**src/rtl/fetch_unit.sv**
```systemverilog
// Instruction fetch sequencer: PC, imem req/ack, 1-entry skid buffer toward decode,
// branch-redirect flush with in-flight request drain, and HLT stop.
module fetch_unit #(
  parameter logic [15:0] RESET_PC = 16'h0000
) (
  input  logic        clk,
  input  logic        rst,
  output logic        imem_req,
  output logic [15:0] imem_addr,
  input  logic        imem_ack,
  input  logic [15:0] imem_data,
  output logic        id_valid,
  input  logic        id_ready,
  output logic [15:0] id_instr,
  output logic [15:0] id_pc,
  output logic [15:0] id_pc_next,
  input  logic        redirect,
  input  logic [15:0] redirect_pc,
  output logic        halted
);

  typedef enum logic [2:0] {
    FETCH = 3'd0,
    STALL = 3'd1,
    DRAIN = 3'd2,
    HPEND = 3'd3,
    HALT  = 3'd4
  } state_t;

  state_t      state_r;
  logic [15:0] pc_r;
  logic [15:0] req_addr_r;
  logic [15:0] out_instr_r;
  logic [15:0] out_pc_r;
  logic [15:0] out_pc_next_r;
  logic        out_valid_r;
  logic [15:0] skid_instr_r;
  logic [15:0] skid_pc_r;
  logic        skid_valid_r;
  logic        halted_r;

  logic        ack_s;
  logic        consume_s;
  logic        push_s;
  logic        push_out_s;
  logic        hlt_word_s;
  logic        hlt_take_s;
  logic        skid_hlt_s;

  // A DRAIN request keeps the address captured at redirect time so it never changes before ack.
  assign imem_req   = ~rst & ((state_r == FETCH) | (state_r == DRAIN));
  assign imem_addr  = (state_r == DRAIN) ? req_addr_r : pc_r;

  assign ack_s      = imem_req & imem_ack;
  assign consume_s  = out_valid_r & id_ready;
  assign push_s     = (state_r == FETCH) & ack_s & ~redirect;
  assign push_out_s = push_s & (~out_valid_r | consume_s);
  assign hlt_word_s = (imem_data[15:12] == 4'hF);
  assign hlt_take_s = consume_s & (out_instr_r[15:12] == 4'hF);
  assign skid_hlt_s = (skid_instr_r[15:12] == 4'hF);

  assign id_valid   = out_valid_r;
  assign id_instr   = out_instr_r;
  assign id_pc      = out_pc_r;
  assign id_pc_next = out_pc_next_r;
  assign halted     = halted_r;

  // Sequencer state, PC and the output/skid instruction buffers.
  always_ff @(posedge clk) begin
    if (rst) begin
      state_r       <= FETCH;
      pc_r          <= RESET_PC;
      req_addr_r    <= RESET_PC;
      out_instr_r   <= 16'h0000;
      out_pc_r      <= 16'h0000;
      out_pc_next_r <= 16'h0002;
      out_valid_r   <= 1'b0;
      skid_instr_r  <= 16'h0000;
      skid_pc_r     <= 16'h0000;
      skid_valid_r  <= 1'b0;
      halted_r      <= 1'b0;
    end else if (state_r == HALT) begin
      state_r <= HALT;
    end else if (redirect) begin
      // Redirect outranks everything, including a same-cycle HLT acceptance.
      out_valid_r  <= 1'b0;
      skid_valid_r <= 1'b0;
      pc_r         <= redirect_pc;
      case (state_r)
        FETCH: begin
          if (ack_s) begin
            state_r <= FETCH;
          end else begin
            req_addr_r <= pc_r;
            state_r    <= DRAIN;
          end
        end
        DRAIN:   state_r <= ack_s ? FETCH : DRAIN;
        default: state_r <= FETCH;
      endcase
    end else begin
      if (push_out_s) begin
        out_instr_r   <= imem_data;
        out_pc_r      <= pc_r;
        out_pc_next_r <= pc_r + 16'd2;
        out_valid_r   <= 1'b1;
      end else if (consume_s && skid_valid_r) begin
        out_instr_r   <= skid_instr_r;
        out_pc_r      <= skid_pc_r;
        out_pc_next_r <= skid_pc_r + 16'd2;
        out_valid_r   <= 1'b1;
        skid_valid_r  <= 1'b0;
      end else if (consume_s) begin
        out_valid_r <= 1'b0;
      end else begin
        out_valid_r <= out_valid_r;
      end

      if (push_s && !push_out_s) begin
        skid_instr_r <= imem_data;
        skid_pc_r    <= pc_r;
        skid_valid_r <= 1'b1;
      end

      if (push_s) begin
        pc_r <= pc_r + 16'd2;
      end

      case (state_r)
        FETCH: begin
          if (push_s && hlt_word_s) begin
            state_r <= HPEND;
          end else if (push_s && !push_out_s) begin
            state_r <= STALL;
          end else begin
            state_r <= FETCH;
          end
        end
        STALL: begin
          if (consume_s && skid_valid_r) begin
            state_r <= skid_hlt_s ? HPEND : FETCH;
          end else begin
            state_r <= STALL;
          end
        end
        DRAIN:   state_r <= ack_s ? FETCH : DRAIN;
        HPEND: begin
          if (hlt_take_s) begin
            state_r  <= HALT;
            halted_r <= 1'b1;
          end else begin
            state_r <= HPEND;
          end
        end
        default: state_r <= FETCH;
      endcase
    end
  end

endmodule

```
**config.mk**
```make
export PLATFORM = sky130hd
export DESIGN_NAME = fetch_unit
export DESIGN_NICKNAME = d
export VERILOG_FILES = /design/src/rtl/fetch_unit.sv
export SDC_FILE = /design/constraint.sdc
export NUM_CORES = 1
export LEC_CHECK = 0
export BUFFER_PORTS_ARGS = -buffer_cell sky130_fd_sc_hd__buf_2
export CAP_MARGIN = 20
export CORE_MARGIN = 3
export CORE_UTILIZATION = 60
export CTS_CLUSTER_DIAMETER = 60
export DETAILED_ROUTE_END_ITERATION = 16
export PLACE_DENSITY = 0.83
export SLEW_MARGIN = 20
export SYNTH_ARGS = -nofsm -noshare
export SYNTH_HDL_FRONTEND = slang
export SYNTH_SLANG_ARGS = --single-unit
```
**constraint.sdc**
```tcl
create_clock -name clk -period 5.4 [get_ports clk]
set_clock_uncertainty 0.05 [all_clocks]
set_input_delay 0.27 -clock clk [delete_from_list [all_inputs] [get_ports clk]]
set_output_delay 0.27 -clock clk [all_outputs]
set_load 0.05 [all_outputs]
```
**Word-level counts from Yosys, hierarchy flattened**

Index checks and enable logic that the tools add are counted.

- Register bits after elaboration: 118
- Input bits: 37
- Output and inout port bits: 67
- Word-level logic and storage cells: 81

- Add/sub/neg operators: 2
- Eq/ne operators: 8
- Multiplexer cells: 27
- Bitwise logic cells: 14
- Reduce and logical (&&, ||, !) cells: 18

Operator list:

| cell | count |
|---|---|
| 16-bit 2-to-1 mux | 9 |
| 16-bit by 2-bit adder with 16-bit output, second input constant | 2 |
| 4-bit equality test, second input constant | 3 |
| 3-bit 2-to-1 mux | 4 |
| 3-bit case mux with 4 select lines | 1 |
| 1-bit 2-to-1 mux | 9 |
| 3-bit AND reduction | 3 |
| 2-bit 2-to-1 mux | 4 |
| 4-bit AND reduction | 2 |
| 1-bit AND | 7 |
| 3-bit by 2-bit equality test with 1-bit output, second input constant | 2 |
| 1-bit inverter | 5 |
| 2-bit AND reduction | 2 |
| 2-bit nonzero test | 2 |
| 4-bit nonzero test | 1 |
| 2-bit OR reduction | 2 |
| 3-bit by 1-bit equality test with 1-bit output, second input constant | 1 |
| 3-bit equality test, second input constant | 1 |
| 1-bit logical AND | 3 |
| 3-bit zero test | 1 |
| 3-bit by 2-bit != test with 1-bit output, second input constant | 1 |
| 3-bit nonzero test | 1 |
| 1-bit OR | 2 |
| 1-bit zero test | 1 |

**Depth between registers and ports, before layout**

Gate-level depths: netlist of the first run.

- Word-level depth: 14
- Gate-level depth with buffers: 8
- Depth with buffers taken out: 6

**Worst setup path after synthesis of the first run**

Ideal clock, no wire load.

- Path type: register to output
- From: register state_r[2]
- To: output imem_addr[12]
- Data arrival time: 2,305 ps
- Required time: 5,080 ps
- Slack: 2,775 ps
- Cell stages (with the launch flop): 7
- Buffers on the path: 3
- Cells stage by stage: dfxtp_1 -> clkbuf_1 -> nor2_1 -> and2_1 -> clkbuf_1 -> clkbuf_1 -> o21ai_0

- Word-level cells in the longest chain between the ends: 2

RTL lines:

| item | RTL line | RTL |
|---|---|---|
| from (decl) | 30 | `state_t state_r;` |
| from (signal assigned) | 98 | `DRAIN: state_r <= ack_s ? FETCH : DRAIN;` |
| from (signal assigned) | 141 | `state_r <= skid_hlt_s ? HPEND : FETCH;` |
| from (signal assigned) | 146 | `DRAIN: state_r <= ack_s ? FETCH : DRAIN;` |
| 3-bit by 2-bit equality test with 1-bit output | 52 | `assign imem_addr = (state_r == DRAIN) ? req_addr_r : pc_r;` |
| 16-bit 2-to-1 mux | 52 |  |
| to (decl) | 9 | `output logic [15:0] imem_addr,` |

No other way between the ends.

**Worst setup path after layout of the first run**

- From: register state_r[1]
- To: register out_pc_next_r[7], in the netlist id_pc_next[7]

- Word-level cells in the longest chain between the ends: 9
- Elaborated cells between the ends (all ways): 13
- Those cells by class: 2 x eq/ne; 1 x mux; 7 x bitwise; 3 x reduce/logical

RTL lines:

| item | RTL line | RTL |
|---|---|---|
| 3-bit by 2-bit equality test with 1-bit output or 3-bit zero test (tied branches) | 51, 56 |  |
| 1-bit OR | 51 | `assign imem_req = ~rst & ((state_r == FETCH) \| (state_r == DRAIN));` |
| 1-bit AND | 51 |  |
| 1-bit AND | 54 | `assign ack_s = imem_req & imem_ack;` |
| 1-bit AND (2 in a row) | 56 | `assign push_s = (state_r == FETCH) & ack_s & ~redirect;` |
| 1-bit AND | 57 | `assign push_out_s = push_s & (~out_valid_r \| consume_s);` |
| 2-bit nonzero test (no source line) | - |  |
| 3-bit AND reduction (no source line) | - |  |
| to (signal assigned) | 105 | `out_pc_next_r <= pc_r + 16'd2;` |
| to (signal assigned) | 110 | `out_pc_next_r <= skid_pc_r + 16'd2;` |
| to (decl) | 35 | `logic [15:0] out_pc_next_r;` |

Several ways; a longest one is shown, not always the timed one.
A chain may end at the register's enable or synchronous reset.

==> results.md, run 1 <==
- Outcome: finished, final reports clean
- First-pass GRT wire length: roughly 25000 um
- Crit share post-route: between 50 and 60%
- TritonCTS Buffers: 17
- Syn nets: between 700 and 800
- Fin nets: 840
- Min Hold Slack: around 0.015 ns
- Clock Latency Late Sink: 0.53 ns
- Synth top area cells: dfxtp_1, nand2_1, nor2_1, a311oi_1, a21oi_1
- Resized Gates After CTS: 0
- Hold Crit Class: in -> reg
- Setup-failing EPs final: 0
- Detailed Routing Iterations Pass 1: 5
- CP max FO: 48
- Ant. Diodes: 0
- Max Slew Vio Count: 0
- WL/cell: 16.48 um
- All-Layer GR Usage: 29.60%
- Post-DP HPWL: about 9500 um
- Final instance area: 6864 sq um
- WS Path Type: reg -> reg
- Layout cell share with drive strength beyond 1: between 20% and 30%
- Internal power: between 0.0015 and 0.002 W
- DIE WIDTH: just over 100 um
- Routed WL: between 15000 and 20000 um
- Core region area: about 9000 sq um
- Slowest CP cell: a211oi_4
- Cells after Synth: approximately 730
- Pin count of the biggest net entering global routing: ~110
- CTS max path bufs: 2
- Filler cells: 614
- CTS tree: yes
- Via/cell ratio: 5.937
- DRC Markers: 0
- Total negative slack: 0 ns
- Vias in the first global route: around 5300
- Starting Density: between 60% and 70%
- Startpoint types: register
- Critical path cell sequence: nor4b_4 > nand3_2 > buf_4 > a211oi_4 > nand2b_1 > o32ai_2
- Die ar.: 10700 sq um
- Mean post-synth cell area: around 7.8 sq um
- Clk pwr share: approximately 48%
- Grt ovf: 0
- RSZ-0062 raised after global routing: no
- Sequential cell area: roughly 2300 sq um
- Ys async rst share: 0%
- Synth cell count leaders: nand2_1, dfxtp_1, nor2_1, a21oi_1, clkbuf_1
- Worst vdd ir: approximately 0.2 mV
- Area of the multi-input gates: 3037 sq um
- FMAX: approximately 310 MHz
- Post-synth cell types: 48
- Detailed Route Iter0 Violations: just under 400
- CP required: 5.78 ns
- Routability Congestion: around 0.90
- Largest area contributor in the netlist: dfxtp_1
- PD cells: about 320 nW/um^2
- Vert. Die Dim: 103.4 um
- CP max stage delay: about 0.85 ns
- Reg power frac: a little over two fifths
- Share of the synthesized area in the top cell type: about two fifths
- CP arrival: roughly 3.6 ns
- Synthesis Warnings: 0
- Post-CTS setup buffer count: 0
- Post-layout min period: between 3 and 4 ns
- Top_reg_cell synth: dfxtp_1
- Leakage: between 2 and 3 nW
- EDFF count, synth: 0
- CP Capture Type: register
- NetSw: ~0.0006 W
- Worst slew margin: 30.06%
- Antenna violations before repair: 0
- Mapped Area: between 5000 and 6000 sq um
- Synthesis-to-layout area growth: 20.52%
- Via count: 5581
- Yosys reg bits: between 100 and 150
- Routed Antenna Nets: 0
- Clock transition at path regs: approximately 0.06 ns
- Worst Tran Pin Value: about 1.0 ns
- Combinational group share of total power: about a tenth
- Dpl cell area: between 6000 and 7000 sq um
- Final hold vios: 0
- Root buf cell: clkbuf_8
- Clock sink count: approximately 120
- Switching Share: about 28%
- Sequential fraction of the synthesis area: about two fifths
- Port Buffers: around 100
- Count leader, synth: nand2_1
- FP Rows: 34
- Top Ports: ~100
- MaxCap Viol Count: 0
- H-tree depth: 4
## cell families (layout without fill, tap and decap cells)
family	count (synthesis)	count (layout)	synth area share, %
buffers and inverters	77	165	5.690
flip-flops	117	117	41.12
XOR/XNOR	26	26	3.998
AO/OA/AOI/OAI	140	140	17.55
multiplexers	31	31	5.734
adder cells (fa/ha/maj)	2	2	0.4393
AND/OR/NAND/NOR	333	333	25.46
## flip-flops by register name, indices dropped and copies added (netlist names)
register      cells
state_r           3
req_addr_r       16
halted            1
id_pc            16
id_valid          1
pc_r             16
skid_instr_r     16
skid_pc_r        16
id_pc_next       15
skid_valid_r      1
id_instr         16
## timing repair
| item | 4_1_cts | 5_1_grt |
|---|---|---|
| hold buffers | 17 | 0 |
| setup endpoints to repair | 0 | 0 |
| endpoints found under the hold margin | 33 | 0 |
## placed cells by master (no fill, tap or decap), types with 5 or more instances in the layout
cell type      instances
o211ai_1               7
o32ai_2                7
mux2i_1               18
nor3_1                12
o31ai_1                5
nand3_1               15
dlygate4sd3_1         17
inv_1                  7
mux2_2                13
a311oi_1              32
o21ai_0               15
clkbuf_16             16
nand2b_1              17
xnor2_1               14
nor2_1                83
buf_4                  6
dfxtp_1              117
nand2_1              170
xor2_1                12
a21oi_1               53
buf_2                102
nand4_1                9
## worst paths after layout
kind | startpoint | endpoint | slack, ns | cells after the start
worst min-delay path | redirect_pc[1] | pc_r[1] | 0.01 | 3
worst max-delay path | state_r[1] | id_pc_next[7] | 2.21 | 6
worst min register to register | halted | halted | 0.40 | 2
worst max register to register | state_r[1] | id_pc_next[7] | 2.21 | 6
## routing by layer
metal / vias to the layer above / wire length [um] / track usage [%]
li1: 2639 / - / -
met1: 2665 / 6236 / 36.14
met2: 232 / 7889 / 50.88
met3: 45 / 979 / 5.768
met4: 0 / 387 / 12.35
met5: - / 0 / 0
## power by group through the flow
stage	sequential, W	clock [W]	combinational (W)
after global routing	0.000918	0.00110	0.000251
after CTS	0.000914	0.00106	0.000232
after global placement	0.000931	0	0.000215
after floorplan	0.000943	0	0.000153
final	0.000915	0.00105	0.000233
after detailed placement	0.000932	0	0.000220
## cell type report
class / count / area share [%]
Clock inverter: 14 / 1.859
Multi-Input combinational cell: 532 / 44.24
Sequential cell: 117 / 34.12
Clock buffer: 18 / 6.234
Timing Repair Buffer: 126 / 10.86
Tap cell: 126 / 2.297
Inverter: 7 / 0.3828
## metrics by stage
step                      setup slack, ns  total power (W)  utilization [%]  instances
after floorplan                     2.775         0.001095                -        726
after global placement              2.330         0.001146            68.39        891
after detailed placement            2.144         0.001152            68.39        891
after CTS                           2.276         0.002203            76.47        940
after global routing                2.031         0.002267            76.47        940
final                               2.205         0.002198            76.47        940
## worst max-delay path, delay by kind of cell, from the launching register on
family | cells | cell delay (ns)
AOI/OAI and AO/OA | 2 | 1.21
DFF | 1 | 0.41
and+or+nand+nor | 3 | 1.08
buffers and inverters | 1 | 0.33
Power figures use the tool's default switching activity.
==> run 2: changes to the inputs <==
Settings changed: CORE_UTILIZATION 60 to 50, PLACE_DENSITY 0.83 to 0.74.
Clock period 5.4 ns to 2.6 ns, I/O delays scaled along.
==> run 2 against run 1 <==
  * Power increased by 110%
  * Wire length about the same
  * Die area increased by 19%
  * Worst setup slack got worse by 1.9 ns
  * Sequential power increased by 110%
  * Via count decreased by 1.4%
  * Sequential share of layout area decreased by 0.69 points
  * Critical path depth unchanged
  * Largest cell class unchanged
==> results.md, run 2 (synthesis gave the netlist of run 1 again) <==
- Outcome: finished, final reports clean
- Ant. Diodes: 0 (unchanged)
- Commonest cells after routing, fill and taps aside: nand2_1, dfxtp_1, buf_2, nor2_1, a21oi_1
- Setup ws final: 0.3094 ns (-1.896 ns)
- Detailed Route Iter0 Violations: 464 (+20%)
- Worst Tran Pin Value: 1.035 ns (-0.007454 ns)
- Setup-failing EPs final: 0 (unchanged)
- Crit path launch: pc_r[1]
- Fin nets: 858 (+2.1%)
- Most common cell after layout, fill and taps aside: nand2_1
- Detailed Routing Iterations Pass 1: 5 (unchanged)
- Met2 wire length: 7663 um (-2.9%)
- First-pass GRT wire length: 25340 um (+0.85%)
- WL/cell: 15.99 um (-3.0%)
- Crit share post-route: 88.10% (+29 points)
- Hold Crit Class: in -> reg
- Post-layout util: 63.78% (-13 points)
- H-tree depth: 4 (unchanged)
- Die ar.: 12710 sq um (+19%)
- Clock transition at path regs: 0.05 ns (about the same)
- DRC Markers: 0 (unchanged)
- TritonCTS Buffers: 17 (unchanged)
- RSZ-0062 raised after global routing: no
- Cell Count Post-Placement: 919 (+3.1%)
- Top sig layer: met4
- Post-DP HPWL: 10310 um (+8.1%)
- R2R depth: 6 (unchanged)
- FP Rows: 38 (+12%)
- Register-to-register setup slack: 0.31 ns (-1.90 ns)
- All-Layer GR Usage: 24.41% (-5.2 points)
- FMAX: 436.6 MHz (+39%)
- Layout cell share with drive strength beyond 1: 21.50% (+0.98 points)
- WS Path Type: reg -> reg
- Top Ports: 104 (unchanged)
- DP Worst Slack: 0.2340 ns (-1.910 ns)
- CP Capture Type: register
- CTS tree: yes
- Total negative slack: 0 ns (unchanged)
- Via/cell ratio: 5.685 (-4.2%)
- CTS max path bufs: 2 (unchanged)
- Routed WL: 15480 um (about the same)
- Starting Density: 51.86% (-12 points)
- Root buf cell: clkbuf_16
- CP required: 2.81 ns (-2.97 ns)
- Grt ovf: 0 (unchanged)
- Routed Antenna Nets: 0 (unchanged)
- PD cells: 645.4 nW/um^2 (+100%)
- MaxCap Viol Count: 0 (unchanged)
- Pin count of the biggest net entering global routing: 63 (-41%)
- CP max FO: 10 (-79%)
- Antenna violations before repair: 0 (unchanged)
- Leakage: 2.702 nW (+3.8%)
- HP Start: redirect
- Vias in the first global route: 5298 (+0.30%)
- Worst r2r dst: pc_r[15]
- Clock Latency Late Sink: 0.41 ns (-0.12 ns)
- CP arrival: 2.50 ns (-1.07 ns)
- Cell depth of the worst min-delay path: 4 (+1)
- Fin cells: 968 (+3.0%)
- Met1 wire length: 6668 um (+6.9%)
- Max Slew Vio Count: 0 (unchanged)
- DIE WIDTH: 112.7 um (+9.0%)
- Post-layout min period: 2.291 ns (-0.9041 ns)
- Startpoint types: register
- Metal3 WL: 856 um (-13%)
- Vert. Die Dim: 112.7 um (+9.0%)
- Synthesis-to-layout area growth: 23.00%
- Port Buffers: 103 (unchanged)
- Worst slew margin: 30.56% (+0.50 points)
- Clock sink count: 117 (unchanged)
- Worst vdd ir: 0.3401 mV (+69%)
- Final hold vios: 0 (unchanged)
- Resized Gates After CTS: 0 (unchanged)
- Core region area: 10980 sq um (+22%)
- Via count: 5503 (-1.4%)
- R2R Path Start: pc_r[1]
- Hold Path End: state_r[1]
- Routability Congestion: 0.9321 (+3.9%)
-- run 2: cell type report --
type / instances / area, sq um
repair buffers: 144 / 895.9
clock inverters: 6 / 55.05
inverters: 7 / 26.28
fillers: 944 / 3978
flip-flops and latches: 117 / 2342
well taps: 140 / 175.2
multi-input cells: 532 / 3037
clock buffers: 22 / 474.2
-- run 2: worst max path at each step --
stage,end,slack [ns],depth (start not counted)
global route,pc_r[4],0.13,5
CTS,id_pc_next[13],0.19,5
finish,pc_r[15],0.31,6
detailed placement,id_pc_next[13],0.23,5
floorplan,imem_addr[12],0.11,6
global placement,id_pc_next[12],0.35,5
-- run 2: metrics by stage --
stage                     hold slack (ns)  cell area, sq um  power [W]
after detailed placement           0.3387              6274   0.002416
after floorplan                    0.2160              5695   0.002275
after global placement             0.3343              6274   0.002403
after global routing              0.05089              7005   0.004670
final                             0.04124              7005   0.004522
after CTS                         0.02688              6983   0.004544
-- run 2: worst max-delay path, stage by stage, from the launching register on --
cell     delay (ns)
dfxtp_1        0.53
ha_1           0.33
nand3_1        0.21
or4_1          0.58
nor2b_1        0.17
o21ai_0        0.19
a21oi_1        0.09
-- run 2: report_power, final --
| group | internal, W | switching, W |
|---|---|---|
| Combinational | 0.000176 | 0.000343 |
| Sequential | 0.00184 | 0.0000495 |
| Clock | 0.00136 | 0.000759 |
| Total | 0.00337 | 0.00115 |
-- run 2: layer usage --
| layer | global-route usage [%] | vias up |
|---|---|---|
| met5 | 0 | - |
| met4 | 9.936 | 0 |
| met3 | 4.866 | 25 |
| met2 | 41.35 | 185 |
| met1 | 30.46 | 2612 |
| li1 | - | 2681 |
-- run 2: repair_timing --
action | CTS | global route
endpoints found under the hold margin | 34 | 0
setup buffers | 0 | 3
hold buffers | 18 | 0
endpoints found under the setup margin | 0 | 5
==> run 3: changes to the inputs <==
Settings changed: ABC_AREA set to 1, CORE_UTILIZATION 50 to 51.
==> run 3 against run 2 <==
  * Non-clock buffer count down 2
  * Wire length rose by 3.1%
  * Combinational power rose by 22%
  * Worst setup slack better by 0.17 ns
  * Fmax is 7.9% higher
  * Global-route usage up 0.20 points
  * First-iteration DRC count decreased by 0.65%
  * Sequential power about the same
  * Worst hold slack got worse by 0.019 ns
  * Count of clock-buffer cells in the layout unchanged
  * Cell area is 6.5% higher
  * Die area up 3.2%
==> results.md, run 3 <==
- Outcome: finished, final reports clean
- Min Hold Slack: 0.02217 ns (-0.01907 ns)
- CP max stage delay: 0.44 ns (-0.14 ns)
- Share of the synthesized area in the top cell type: 39.01% (-2.1 points)
- Most common cell after layout, fill and taps aside: nand2_1
- Syn nets: 1000 (+31%)
- WP buf/inv: 1 (+1)
- HP Start: rst
- Via count: 6225 (+13%)
- Total negative slack: 0 ns (unchanged)
- Routability Congestion: 0.8614 (-7.6%)
- Antenna violations before repair: 0 (unchanged)
- Stages on the worst setup path: 7 (+1)
- H-tree depth: 4 (unchanged)
- Routed WL: 15960 um (+3.1%)
- Layout cell share with drive strength beyond 1: 14.73% (-6.8 points)
- Worst r2r dst: skid_pc_r[0]
- Via/cell ratio: 5.077 (-11%)
- Critical path cell sequence: nor2_4 > nand4_2 > nor2_4 > nand2_2 > inv_2 > o21ai_0 > a21oi_1
- Commonest cells after routing, fill and taps aside: nand2_1, nor2_1, dfxtp_1, buf_2, inv_1
- Ys async rst share: 0% (unchanged)
- Routed Antenna Nets: 0 (unchanged)
- CTS max path bufs: 2 (unchanged)
- Setup-failing EPs final: 0 (unchanged)
- Pin count of the biggest net entering global routing: 55 (-13%)
- Worst Tran Pin Value: 0.6741 ns (-0.3605 ns)
- DRC Markers: 0 (unchanged)
- DP Worst Slack: 0.5555 ns (+0.3215 ns)
- Hold Path End: state_r[0]
- Top_reg_cell synth: dfxtp_1
- Final instance area: 7462 sq um (+6.5%)
- Grt ovf: 0 (unchanged)
- Root buf cell: clkbuf_16
- First-pass GRT wire length: 26300 um (+3.8%)
- Synthesis Warnings: 0 (unchanged)
- Max Slew Vio Count: 0 (unchanged)
- FP Rows: 38 (unchanged)
- Total Power: 0.005065 W (+12%)
- Core region area: 11170 sq um (+1.7%)
- Mean post-synth cell area: 6.248 sq um (-20%)
- Mapped Area: 6005 sq um (+5.4%)
- Dpl cell area: 6540 sq um (+4.2%)
- Post-synth cell types: 28 (-42%)
- Register-to-register setup slack: 0.48 ns (+0.17 ns)
- R2R Path Start: state_r[2]
- Top Ports: 104 (unchanged)
- Synth cell count leaders: nand2_1, nor2_1, dfxtp_1, inv_1, a21oi_1
- Cell mode on critical path: nor2_4
- RSZ-0062 raised after global routing: no
- Startpoint types: register
- Fin nets: 1112 (+30%)
- Count leader, synth: nand2_1
- Detailed Routing Iterations Pass 1: 5 (unchanged)
- Final hold vios: 0 (unchanged)
- FMAX: 471.2 MHz (+7.9%)
- MaxCap Viol Count: 0 (unchanged)
- R2R depth: 7 (+1)
- All-Layer GR Usage: 24.61% (+0.20 points)
- Yosys reg bits: 117 (unchanged)
- Crit path max-delay family: simple AND/OR/NAND/NOR gates
- Clock sink count: 117 (unchanged)
- Die ar.: 13110 sq um (+3.2%)
- Starting Density: 53.74% (+1.9 points)
- Vert. Die Dim: 114.5 um (+1.6%)
- CTS tree: yes
- Post-DP HPWL: 10800 um (+4.7%)
- Cells after Synth: 961 (+32%)
- Port Buffers: 103 (unchanged)
- Clock Latency Late Sink: 0.41 ns (about the same)
- PD cells: 678.7 nW/um^2 (+5.2%)
- WL/cell: 13.02 um (-19%)
- Post-layout min period: 2.122 ns (-0.1685 ns)
- Setup ws final: 0.4779 ns (+0.1685 ns)
- Synth top area cells: dfxtp_1, nand2_1, nor2_1, inv_1, a21oi_1
- Ant. Diodes: 0 (unchanged)
- CP Capture Type: register
- Filler cells: 1022 (+8.3%)
- TritonCTS Buffers: 17 (unchanged)
- Sequential fraction of the synthesis area: 39.01% (-2.1 points)
- Synthesis-to-layout area growth: 24.28%
- EDFF count, synth: 0 (unchanged)
- Vias in the first global route: 5568 (+5.1%)
- CP max FO: 29 (+19)
- Crit share post-route: 81.62% (-6.5 points)
- Worst vdd ir: 0.6054 mV (+78%)
- Post-CTS setup buffer count: 0 (unchanged)
- Clock transition at path regs: 0.05 ns (about the same)
- Slowest CP cell: inv_2
- Hold Crit Class: in -> reg
- WS Path Type: reg -> reg
- DIE WIDTH: 114.5 um (+1.6%)
- CP arrival: 2.41 ns (-0.09 ns)
- Leakage: 3.548 nW (+31%)
- CP required: 2.89 ns (+0.08 ns)
- Worst slew margin: 55.06% (+24 points)
- Largest area contributor in the netlist: dfxtp_1
- Cell depth of the worst min-delay path: 2 (-2)
- Detailed Route Iter0 Violations: 461 (-0.65%)
==> run 3: cell count changes in the layout (fill, tap and decap cells not counted), sizes merged, moves of 14 or more <==
cell    before  now
nand3       16   35
a311oi      32    0
inv          7  102
nor2        84  153
nand2b      17    0
mux2i       18    0
o21ai       16  108
xnor2       14    0
nand2      170  302
a21oi       53   68
==> run 3: power breakdown <==
| part | leakage, nW | internal (W) | switching (W) | total [W] |
|---|---|---|---|---|
| combinational | 2.29 | 0.000184 | 0.000448 | 0.000632 |
| sequential | 0.952 | 0.00186 | 0.0000594 | 0.00192 |
| clock | 0.308 | 0.00172 | 0.000794 | 0.00251 |
==> run 3: layout make-up <==
type                            instances  area, sq um  share of cell area [%]
Sequential cell                       117         2342                   31.39
Inverter                              102        382.9                   5.131
Timing Repair Buffer                  142        893.4                   11.97
Clock buffer                           22        454.2                   6.087
Clock inverter                         10        177.7                   2.381
Multi-Input combinational cell        693         3037                   40.69
Tap cell                              140        175.2                   2.347
==> run 3: metal layers <==
| metal | share of wire (%) | global-route usage (%) | up-vias |
|---|---|---|---|
| met5 | 0 | 0 | - |
| met4 | 2.6 | 8.709 | 0 |
| met3 | 6.3 | 5.708 | 26 |
| met2 | 46 | 39.62 | 195 |
| met1 | 45 | 32.29 | 2761 |
| li1 | - | - | 3243 |
==> run 3: logic make-up after synthesis <==
kind of cell,share of synthesized area (%)
and+or+nand+nor,33.69
xor gates and xnor gates,1.021
buffers and inverters,10.50
DFF,39.01
AOI/OAI and AO/OA,15.36
adders and majority gates,0.4167
==> run 3: through the flow <==
step                util (%)  std cells
floorplan                  -        961
global placement       58.53       1165
detailed placement     58.53       1165
CTS                    66.79       1226
global route           66.79       1226
finish                 66.79       1226
==> run 3: how the worst max path moves through the flow <==
| stage | endpoint | from | slack, ns |
|---|---|---|---|
| 6_report | skid_pc_r[0] | state_r[2] | 0.48 |
| 4_1_cts | skid_pc_r[0] | state_r[2] | 0.50 |
| 3_5_place_dp | skid_pc_r[0] | state_r[2] | 0.56 |
| 5_1_grt | skid_instr_r[15] | state_r[2] | 0.25 |
| 3_3_place_gp | skid_instr_r[15] | state_r[2] | 0.61 |
| 2_1_floorplan | imem_addr[0] | state_r[2] | 0.52 |
==> run 3: worst reg2reg max path, cell delays in order, from the launching register on <==
cell,delay (ns)
dfxtp_1,0.36
nor2_4,0.13
nand4_2,0.17
nor2_4,0.25
nand2_2,0.38
inv_2,0.44
o21ai_0,0.14
a21oi_1,0.14
==> run 3: timing repair <==
item / 4_1_cts / 5_1_grt
hold buffers: 29 / 0
hold endpoints to repair: 33 / 0
resized for setup: 0 / 0
